[config.mk]
export PLATFORM = sky130hd
export DESIGN_NAME = ws_mac_pe_dbuf
export DESIGN_NICKNAME = d
export VERILOG_FILES = /design/src/rtl/ws_pe_pkg.sv /design/src/rtl/ws_sat_add.sv /design/src/rtl/ws_mac_pe_dbuf.sv
export SDC_FILE = /design/constraint.sdc
export NUM_CORES = 1
export LEC_CHECK = 0
export ABC_CLOCK_PERIOD_IN_PS = 17400
export CAP_MARGIN = 20
export CORE_MARGIN = 2
export CORE_UTILIZATION = 62
export DETAILED_ROUTE_END_ITERATION = 16
export GPL_TIMING_DRIVEN = 0
export PLACE_DENSITY = 0.88
export SYNTH_ARGS = -nofsm -noshare
export SYNTH_HDL_FRONTEND = slang
export SYNTH_SLANG_ARGS = --single-unit
[constraint.sdc]
create_clock -name clk -period 17.4 [get_ports clk]
set_clock_uncertainty 0.05 [all_clocks]
set_input_delay 2.61 -clock clk [delete_from_list [all_inputs] [get_ports clk]]
set_output_delay 2.61 -clock clk [all_outputs]
set_load 0.01 [all_outputs]
[src/rtl/ws_pe_pkg.sv]
// Shared types and clamp helpers for the weight-stationary MAC processing element.
package ws_pe_pkg;

  // Widest accumulator the clamp helpers can describe.
  localparam int unsigned SAT_MAX_W = 64;

  // Direction of an accumulate overflow.
  typedef enum logic [1:0] {
    OVF_NONE = 2'd0,
    OVF_POS  = 2'd1,
    OVF_NEG  = 2'd2
  } ovf_kind_e;

  // Largest representable value of a width-bit accumulator, right-aligned in SAT_MAX_W bits.
  function automatic logic [SAT_MAX_W-1:0] sat_max(input int unsigned width,
                                                   input logic        is_signed);
    logic [SAT_MAX_W-1:0] ones;
    logic [SAT_MAX_W-1:0] res;
    ones = '1;
    if (is_signed) begin
      res = ones >> (SAT_MAX_W - width + 1);
    end else begin
      res = ones >> (SAT_MAX_W - width);
    end
    return res;
  endfunction

  // Smallest representable value of a width-bit accumulator as a width-bit pattern.
  function automatic logic [SAT_MAX_W-1:0] sat_min(input int unsigned width,
                                                   input logic        is_signed);
    logic [SAT_MAX_W-1:0] res;
    res = '0;
    if (is_signed) begin
      res = SAT_MAX_W'(1) << (width - 1);
    end
    return res;
  endfunction

endpackage

[src/rtl/ws_sat_add.sv]
// Combinational ACC_W adder with overflow classification and optional clamping.
module ws_sat_add
  import ws_pe_pkg::*;
#(
  parameter int unsigned ACC_W  = 16,
  parameter bit          SAT_EN = 1'b1
) (
  input  logic [ACC_W-1:0] a_i,
  input  logic [ACC_W-1:0] b_i,
  input  logic             signed_i,
  output logic [ACC_W-1:0] sum_c_o,
  output ovf_kind_e        ovf_kind_c_o
);

  logic [ACC_W:0] raw_sum;
  logic           a_msb;
  logic           b_msb;
  logic           r_msb;

  // Full-width sum keeps the carry for the unsigned overflow test.
  always_comb begin
    raw_sum = {1'b0, a_i} + {1'b0, b_i};
    a_msb   = a_i[ACC_W-1];
    b_msb   = b_i[ACC_W-1];
    r_msb   = raw_sum[ACC_W-1];
  end

  // Classify overflow: carry-out when unsigned, sign flip of like-signed operands when signed.
  always_comb begin
    ovf_kind_c_o = OVF_NONE;
    if (signed_i) begin
      if ((a_msb == b_msb) && (r_msb != a_msb)) begin
        ovf_kind_c_o = a_msb ? OVF_NEG : OVF_POS;
      end
    end else if (raw_sum[ACC_W]) begin
      ovf_kind_c_o = OVF_POS;
    end
  end

  // Clamp to the representable range when saturation is enabled, otherwise wrap.
  always_comb begin
    sum_c_o = raw_sum[ACC_W-1:0];
    if (SAT_EN) begin
      if (ovf_kind_c_o == OVF_POS) begin
        sum_c_o = ACC_W'(sat_max(ACC_W, signed_i));
      end else if (ovf_kind_c_o == OVF_NEG) begin
        sum_c_o = ACC_W'(sat_min(ACC_W, signed_i));
      end
    end
  end

endmodule

[src/rtl/ws_mac_pe_dbuf.sv]
// Weight-stationary systolic PE with double-buffered weights, sat/wrap accumulate and stats.
module ws_mac_pe_dbuf
  import ws_pe_pkg::*;
#(
  parameter int unsigned DATA_W = 8,
  parameter int unsigned WT_W   = 8,
  parameter int unsigned ACC_W  = 16,
  parameter bit          SAT_EN = 1'b1,
  parameter int unsigned CNT_W  = 16
) (
  input  logic              clk,
  input  logic              reset,
  input  logic [DATA_W-1:0] data_in,
  input  logic              valid_in,
  input  logic [ACC_W-1:0]  acc_in,
  input  logic [WT_W-1:0]   wt_in,
  input  logic              wt_load,
  input  logic              wt_swap,
  input  logic              signed_mode,
  input  logic              clr_stat,
  output logic [DATA_W-1:0] data_out,
  output logic              valid_out,
  output logic [ACC_W-1:0]  acc_out,
  output logic [WT_W-1:0]   wt_out,
  output logic [CNT_W-1:0]  mac_cnt,
  output logic              ovf_flag
);

  localparam int unsigned PROD_W = DATA_W + WT_W;

  // The accumulator must hold a full product without truncation.
  generate
    if (ACC_W < PROD_W) begin : g_acc_w_chk
      $error("ws_mac_pe_dbuf: ACC_W must be >= DATA_W + WT_W");
    end
  endgenerate

  logic [WT_W-1:0]          wt_sh_q,  wt_sh_d;
  logic [WT_W-1:0]          wt_act_q, wt_act_d;
  logic [DATA_W-1:0]        data_q,   data_d;
  logic                     valid_q,  valid_d;
  logic [ACC_W-1:0]         acc_q,    acc_d;
  logic [CNT_W-1:0]         cnt_q,    cnt_d;
  logic                     ovf_q,    ovf_d;

  logic signed [PROD_W-1:0] prod_s;
  logic [PROD_W-1:0]        prod_u;
  logic [ACC_W-1:0]         prod_ext;
  logic [ACC_W-1:0]         sum_c;
  ovf_kind_e                ovf_kind_c;

  // Product against the currently active weight, extended per this cycle's mode.
  always_comb begin
    prod_s   = PROD_W'($signed(data_in)) * PROD_W'($signed(wt_act_q));
    prod_u   = PROD_W'(data_in) * PROD_W'(wt_act_q);
    prod_ext = signed_mode ? ACC_W'(prod_s) : ACC_W'(prod_u);
  end

  ws_sat_add #(
    .ACC_W  (ACC_W),
    .SAT_EN (SAT_EN)
  ) u_sat_add (
    .a_i          (acc_in),
    .b_i          (prod_ext),
    .signed_i     (signed_mode),
    .sum_c_o      (sum_c),
    .ovf_kind_c_o (ovf_kind_c)
  );

  // Next-state: weight double buffer, systolic pass-through and statistics.
  always_comb begin
    wt_sh_d  = wt_sh_q;
    wt_act_d = wt_act_q;
    data_d   = data_in;
    valid_d  = valid_in;
    acc_d    = acc_in;
    cnt_d    = cnt_q;
    ovf_d    = ovf_q;

    // Swap reads the pre-edge shadow, so load and swap together hand over the old value.
    if (wt_load) begin
      wt_sh_d = wt_in;
    end
    if (wt_swap) begin
      wt_act_d = wt_sh_q;
    end

    if (valid_in) begin
      acc_d = sum_c;
    end

    // Clear wins over a concurrent MAC.
    if (clr_stat) begin
      cnt_d = '0;
      ovf_d = 1'b0;
    end else if (valid_in) begin
      cnt_d = cnt_q + CNT_W'(1);
      if (ovf_kind_c != OVF_NONE) begin
        ovf_d = 1'b1;
      end
    end
  end

  // State register with asynchronous active-low clear.
  always_ff @(posedge clk or negedge reset) begin
    if (!reset) begin
      wt_sh_q  <= '0;
      wt_act_q <= '0;
      data_q   <= '0;
      valid_q  <= 1'b0;
      acc_q    <= '0;
      cnt_q    <= '0;
      ovf_q    <= 1'b0;
    end else begin
      wt_sh_q  <= wt_sh_d;
      wt_act_q <= wt_act_d;
      data_q   <= data_d;
      valid_q  <= valid_d;
      acc_q    <= acc_d;
      cnt_q    <= cnt_d;
      ovf_q    <= ovf_d;
    end
  end

  assign data_out  = data_q;
  assign valid_out = valid_q;
  assign acc_out   = acc_q;
  assign wt_out    = wt_sh_q;
  assign mac_cnt   = cnt_q;
  assign ovf_flag  = ovf_q;

endmodule

### Word level (Yosys, flattened, before mapping)

Index checks and enable logic that the tools add are counted.

* add/sub/neg operators: 2
* multipliers: 2
* div/mod/pow operators: 0
* magnitude comparators: 0
* eq/ne operators: 4
* shift operators: 0
* muxes and demuxes: 15
* bitwise logic cells: 0
* reductions and logical operators: 5

Operator list (number)
* 16-bit two-way mux: 8
* 8-bit by 8-bit multiplier with 16-bit output: 2
* 16-bit by 16-bit adder with 17-bit output: 1
* 16-bit by 1-bit adder with 16-bit output, second input constant: 1
* 2-bit two-way mux: 3
* 2-bit nonzero test: 3
* 1-bit two-way mux: 4
* 2-bit by 1-bit equality test with 1-bit output, second input constant: 1
* 2-bit equality test, second input constant: 1
* 2-bit AND reduction: 1
* 1-bit equality test: 1
* 1-bit logical AND: 1
* 1-bit != test: 1

* flip-flop bits (word level): 58
* latch bits: 0
* RAM bits: 0
* bits in read-only memories: 0
* output and inout port bits: 50
* word-level logic and storage cells: 35
* memories kept: 0

### Depth between registers and ports, before layout

* depth after elaboration: 11
* gate-level depth with buffers: 29

### By module

Synthesis repeated with hierarchy kept, for this count alone.

* cell total of the unflattened synthesis: 782
* area total of the unflattened synthesis: 7393.3 µm²

Modules (own cells, without submodules)
* ws_mac_pe_dbuf: times used 1, cells each 669, area an instance 6461.2 µm², sequential area each 1451.4 µm²
* ws_sat_add: times used 1, cells each 113, area an instance 932.1 µm², sequential area each 0.0 µm²

### Worst setup path before layout

No wires, ideal clock.

* kind: input to register
* start point: input data_in[7]
* end point: register acc_q[14], in the netlist acc_out[14]
* library setup time: 0.126 ns
* arrival time: 8.221 ns
* required time: 17.224 ns
* slack: 9.004 ns
* stages: 22
* path through: clkbuf_1 -> and2_1 -> fa_1 -> inv_1 -> fa_1 -> inv_1 -> fa_1 -> fa_1 -> ha_1 -> o21a_1 -> a2111oi_4 -> nor3_1 -> a2111oi_2 -> xor2_1 -> a21oi_1 -> ha_1 -> a21o_1 -> a21oi_1 -> nand4b_1 -> or3_4 -> and2_4 -> a221o_1

* longest elaborated chain between the ends: 11

RTL lines
* from (decl): line ws_mac_pe_dbuf.sv:13 `input logic [DATA_W-1:0] data_in,`
* 8-bit by 8-bit multiplier with 16-bit output (on tied branches): line ws_mac_pe_dbuf.sv:55, ws_mac_pe_dbuf.sv:54
* 16-bit two-way mux (*): line ws_mac_pe_dbuf.sv:56 `prod_ext = signed_mode ? ACC_W'(prod_s) : ACC_W'(prod_u);`
* 16-bit by 16-bit adder with 17-bit output: line ws_sat_add.sv:22 `raw_sum = {1'b0, a_i} + {1'b0, b_i};`
* 1-bit != test: line ws_sat_add.sv:32 `if ((a_msb == b_msb) && (r_msb != a_msb)) begin`
* 1-bit logical AND: line ws_sat_add.sv:32
* 2-bit two-way mux: line ws_sat_add.sv:32
* 2-bit two-way mux: line ws_sat_add.sv:31 `if (signed_i) begin`
* 2-bit equality test: line ws_sat_add.sv:46 `end else if (ovf_kind_c_o == OVF_NEG) begin`
* 16-bit two-way mux: line ws_sat_add.sv:46
* 16-bit two-way mux (*): line ws_sat_add.sv:44 `if (ovf_kind_c_o == OVF_POS) begin`
* 16-bit two-way mux (*): line ws_mac_pe_dbuf.sv:88 `if (valid_in) begin`
* named net acc_d[14]: line ws_mac_pe_dbuf.sv:42 `logic [ACC_W-1:0] acc_q, acc_d;`
* to (signal assigned): line ws_mac_pe_dbuf.sv:111 `acc_q <= '0;`
* to (signal assigned): line ws_mac_pe_dbuf.sv:119 `acc_q <= acc_d;`
* to (decl): line ws_mac_pe_dbuf.sv:42

The timed path passes the listed nets; every way through them passes the cells marked *.
A chain may end at the register's enable or synchronous reset.

### Final worst setup path

* start point: input data_in[3]
* end point: register acc_q[10], in the netlist acc_out[10]

The elaborated chain is that of the path after synthesis.

==> results by group <==
Run status
  • Status: finished clean

Detailed routing
  • DRC viols: 0
  • Total iterations of the first detailed-routing run: 7
  • Final ANT Viol Nets: 0
  • Via count: 5800
  • Initial DRC Count: 450
  • DRT Wirelength: 16500 um
  • Routed len/inst: roughly 16 um
  • Via-per-instance ratio: 5.65

Logic synthesis
  • Most frequent cells after synthesis: inv_1 (144), fa_1 (86), ha_1 (75)
  • Multiplexer share of the synthesized area: 0.0324
  • XOR/XNOR share of the synthesized area: 0.0559
  • Post-synth EDFFs: 0
  • Ys flop type: dfrtp_1
  • Dominant cells by area after synthesis: fa_1 (24%), dfrtp_1 (20%), ha_1 (13%), inv_1 (7.5%), and2_1 (4.3%)
  • Synth Area per Inst: between 9 and 10 um^2
  • Adder-Cell Fraction of Synth Area: 0.369
  • Largest family of logic cells by synthesized area: adder cells
  • Post-Syn Area: ~7000 um^2
  • Yosys top cell by area: fa_1
  • Syn_nets: 981
  • Register area share after synthesis: 0.201
  • Distinct cells, synth: 50
  • Yosys warns: 0
  • Top-count cell post-synth: inv_1
  • Yosys top cell area share: 0.239
  • Seq cells post-synth: 58
  • Syn Inst Count: 781
  • Async set-or-reset flop fraction in the synthesized netlist: 1.00
  • Post-synthesis simple-gate area fraction: 0.137
  • Compound-gate portion of the synthesized area: 0.118

Clock network
  • Clock buffer depth: 2
  • CTS tree: built
  • Clock latency on the worst-skew pair: 0.32 ns
  • Total clock sinks: 58
  • CTS Hold Bufs: 0
  • Post-CTS Repair Setup Buffers: 0
  • CTS buffer count: 9
  • Root buf cell: clkbuf_16
  • H-tree depth: 3
  • Resize count post-CTS: 0
  • Clk pin slew, worst setup/hold paths: around 0.050 ns

GRT
  • Initial antenna violation count: 0
  • All-Layer GR Usage: 0.278
  • Largest net degree at the start of global routing: 36
  • Total grt overflow: 0
  • Global-route wire length before repair: approximately 28000 um
  • Vias in the first global route: 5969

Critical path
  • Crit Path Max Fanout: 10
  • Crit path arrival time: about 9.5 ns
  • Crit-path max cell delay: 0.64 ns
  • Crit path capture type: flop
  • CP Class: input pin to flop
  • Startpoint types: input pin
  • Cell repeated most along the worst path: fa_1
  • Critical path's slowest cell: clkdlybuf4s50_1
  • WP data required: 17.59 ns
  • Critical-path cell list: clkdlybuf4s50_1 > and2_1 > fa_1 > fa_1 > inv_1 > fa_1 > inv_1 > fa_1 > ha_1 > o21a_1 > a2111oi_4 > nor3_1 > a2111oi_2 > xor2_1 > a21oi_1 > ha_1 > nand4_1 > a211oi_2 > o21ai_0 > and2_1 > buf_2 > buf_6 > a31oi_1

Timing
  • Final Cycle Share: 0.533
  • Final Hold Viols: 0
  • TNS Setup: 0 ns
  • Final setup violation count: 0
  • Slew HR: 0.627
  • Unrepaired setup endpoints after global routing: false
  • FMAX: 0.108 GHz
  • Post-layout minimum cycle time: 9.28 ns
  • Pins Over Slew Limit: 0
  • Hold Slack: ~0.48 ns
  • Worst-margin pin slew: 0.560 ns

Floorplanning
  • Chip height: about 110 um
  • Die Area: 12500 um^2
  • Placeable Area: between 10000 and 15000 um^2
  • Initial Util: 0.634
  • Row Count: 39
  • Die X: 112 um
  • Io pins: 89

Final layout
  • Ant diodes: 0
  • Fill cell count: between 700 and 800
  • Layout area overhead: 19.1%
  • Share of cells above drive strength 1: 0.0544
  • Nets@finish: approximately 1100

Run
  • Max_cap viols: 0

Place
  • PortBufs: 85
  • Hpwl dp: 13200 um
  • GP Congestion: 0.884

Worst hold path
  • Hold WC Path Type: flop to flop
path summary, 6_finish.rpt:
check,from,endpoint,slack (ns),depth (start not counted)
setup reg to reg,wt_act_q[2],acc_out[10],10.63,22
max in group asynchronous,reset,data_out[2],14.49,2
setup / recovery,data_in[3],acc_out[10],8.12,23
min in group asynchronous,reset,acc_out[15],2.22,1
hold / removal,wt_out[7],wt_act_q[7],0.48,1
hold reg to reg,wt_out[7],wt_act_q[7],0.48,1
layer usage:
layer  share of wire  routed length (um)  track usage
met5               0                   0            0
met3           0.052                 863       0.0338
met2            0.53                8760        0.487
met4           0.019                 307       0.0798
met1            0.40                6620        0.365
cells by family (layout without fill, tap and decap cells):
group,after synthesis,after routing
flip-flops,58,58
adder cells (fa/ha/maj),161,161
XOR/XNOR,46,46
AND/OR/NAND/NOR,198,198
multiplexers,21,21
AO/OA/AOI/OAI,134,134
buffers and inverters,163,265
layout by cell type (no fill, tap or decap), types with 2 or more instances in the layout:
| master | instances |
|---|---|
| fa_1 | 86 |
| nor2_1 | 55 |
| clkbuf_1 | 16 |
| a221o_1 | 2 |
| a211oi_2 | 2 |
| clkdlybuf4s50_1 | 84 |
| nand4_1 | 6 |
| and2_1 | 50 |
| dfrtp_1 | 58 |
| mux2i_1 | 2 |
| and3_1 | 3 |
| xnor2_1 | 27 |
| a31oi_1 | 11 |
| inv_1 | 144 |
| mux2_2 | 19 |
| clkbuf_16 | 9 |
| xor2_1 | 19 |
| nand2_1 | 43 |
| o21a_1 | 7 |
| o211ai_1 | 3 |
| a211o_1 | 4 |
| clkbuf_8 | 2 |
| a211oi_1 | 3 |
| a22oi_1 | 2 |
| nor3_1 | 4 |
| nor2b_1 | 9 |
| a21o_1 | 10 |
| bufinv_16 | 2 |
| o21ai_0 | 27 |
| nand3_1 | 9 |
| ha_1 | 75 |
| or3_1 | 7 |
| buf_2 | 2 |
| nand2b_1 | 6 |
| a21oi_1 | 53 |
worst max-delay path, delay by kind of cell:
kind	cells	cell delay, ns
adders and majority gates	6	2.79
buffers and inverters	5	1.06
AOI/OAI and AO/OA	7	1.94
xor gates and xnor gates	1	0.21
and+or+nand+nor	4	0.86
per-stage QoR:
stage / instance area (um^2) / instances / util / setup WS, ns
global placement: 8240 / 1009 / 0.725 / 8.02
finish: 8590 / 1026 / 0.755 / 8.12
CTS: 8590 / 1026 / 0.755 / 8.18
floorplan: 7210 / 781 / - / 9.00
global route: 8590 / 1026 / 0.755 / 7.83
detailed placement: 8260 / 1010 / 0.726 / 7.89
flip-flops by register name, summed over array words and instances (netlist names):
register / flops
data_out: 8
wt_act_q: 8
wt_out: 8
mac_cnt: 16
acc_out: 16
valid_out: 1
ovf_flag: 1
area by class of cell:
cell class	count	area (um^2)	area share
plain buffers	19	83.8	0.00976
clock buffers	12	256	0.0299
clock inverters	4	73.8	0.00860
inverters	144	541	0.0629
multi-input cells	560	5140	0.598
flip-flops and latches	58	1450	0.169
well taps	143	179	0.0208
repair buffers	86	866	0.101
Power is not shown: default switching activity piles up to over one toggle a cycle in this logic, so the estimate is an artifact.
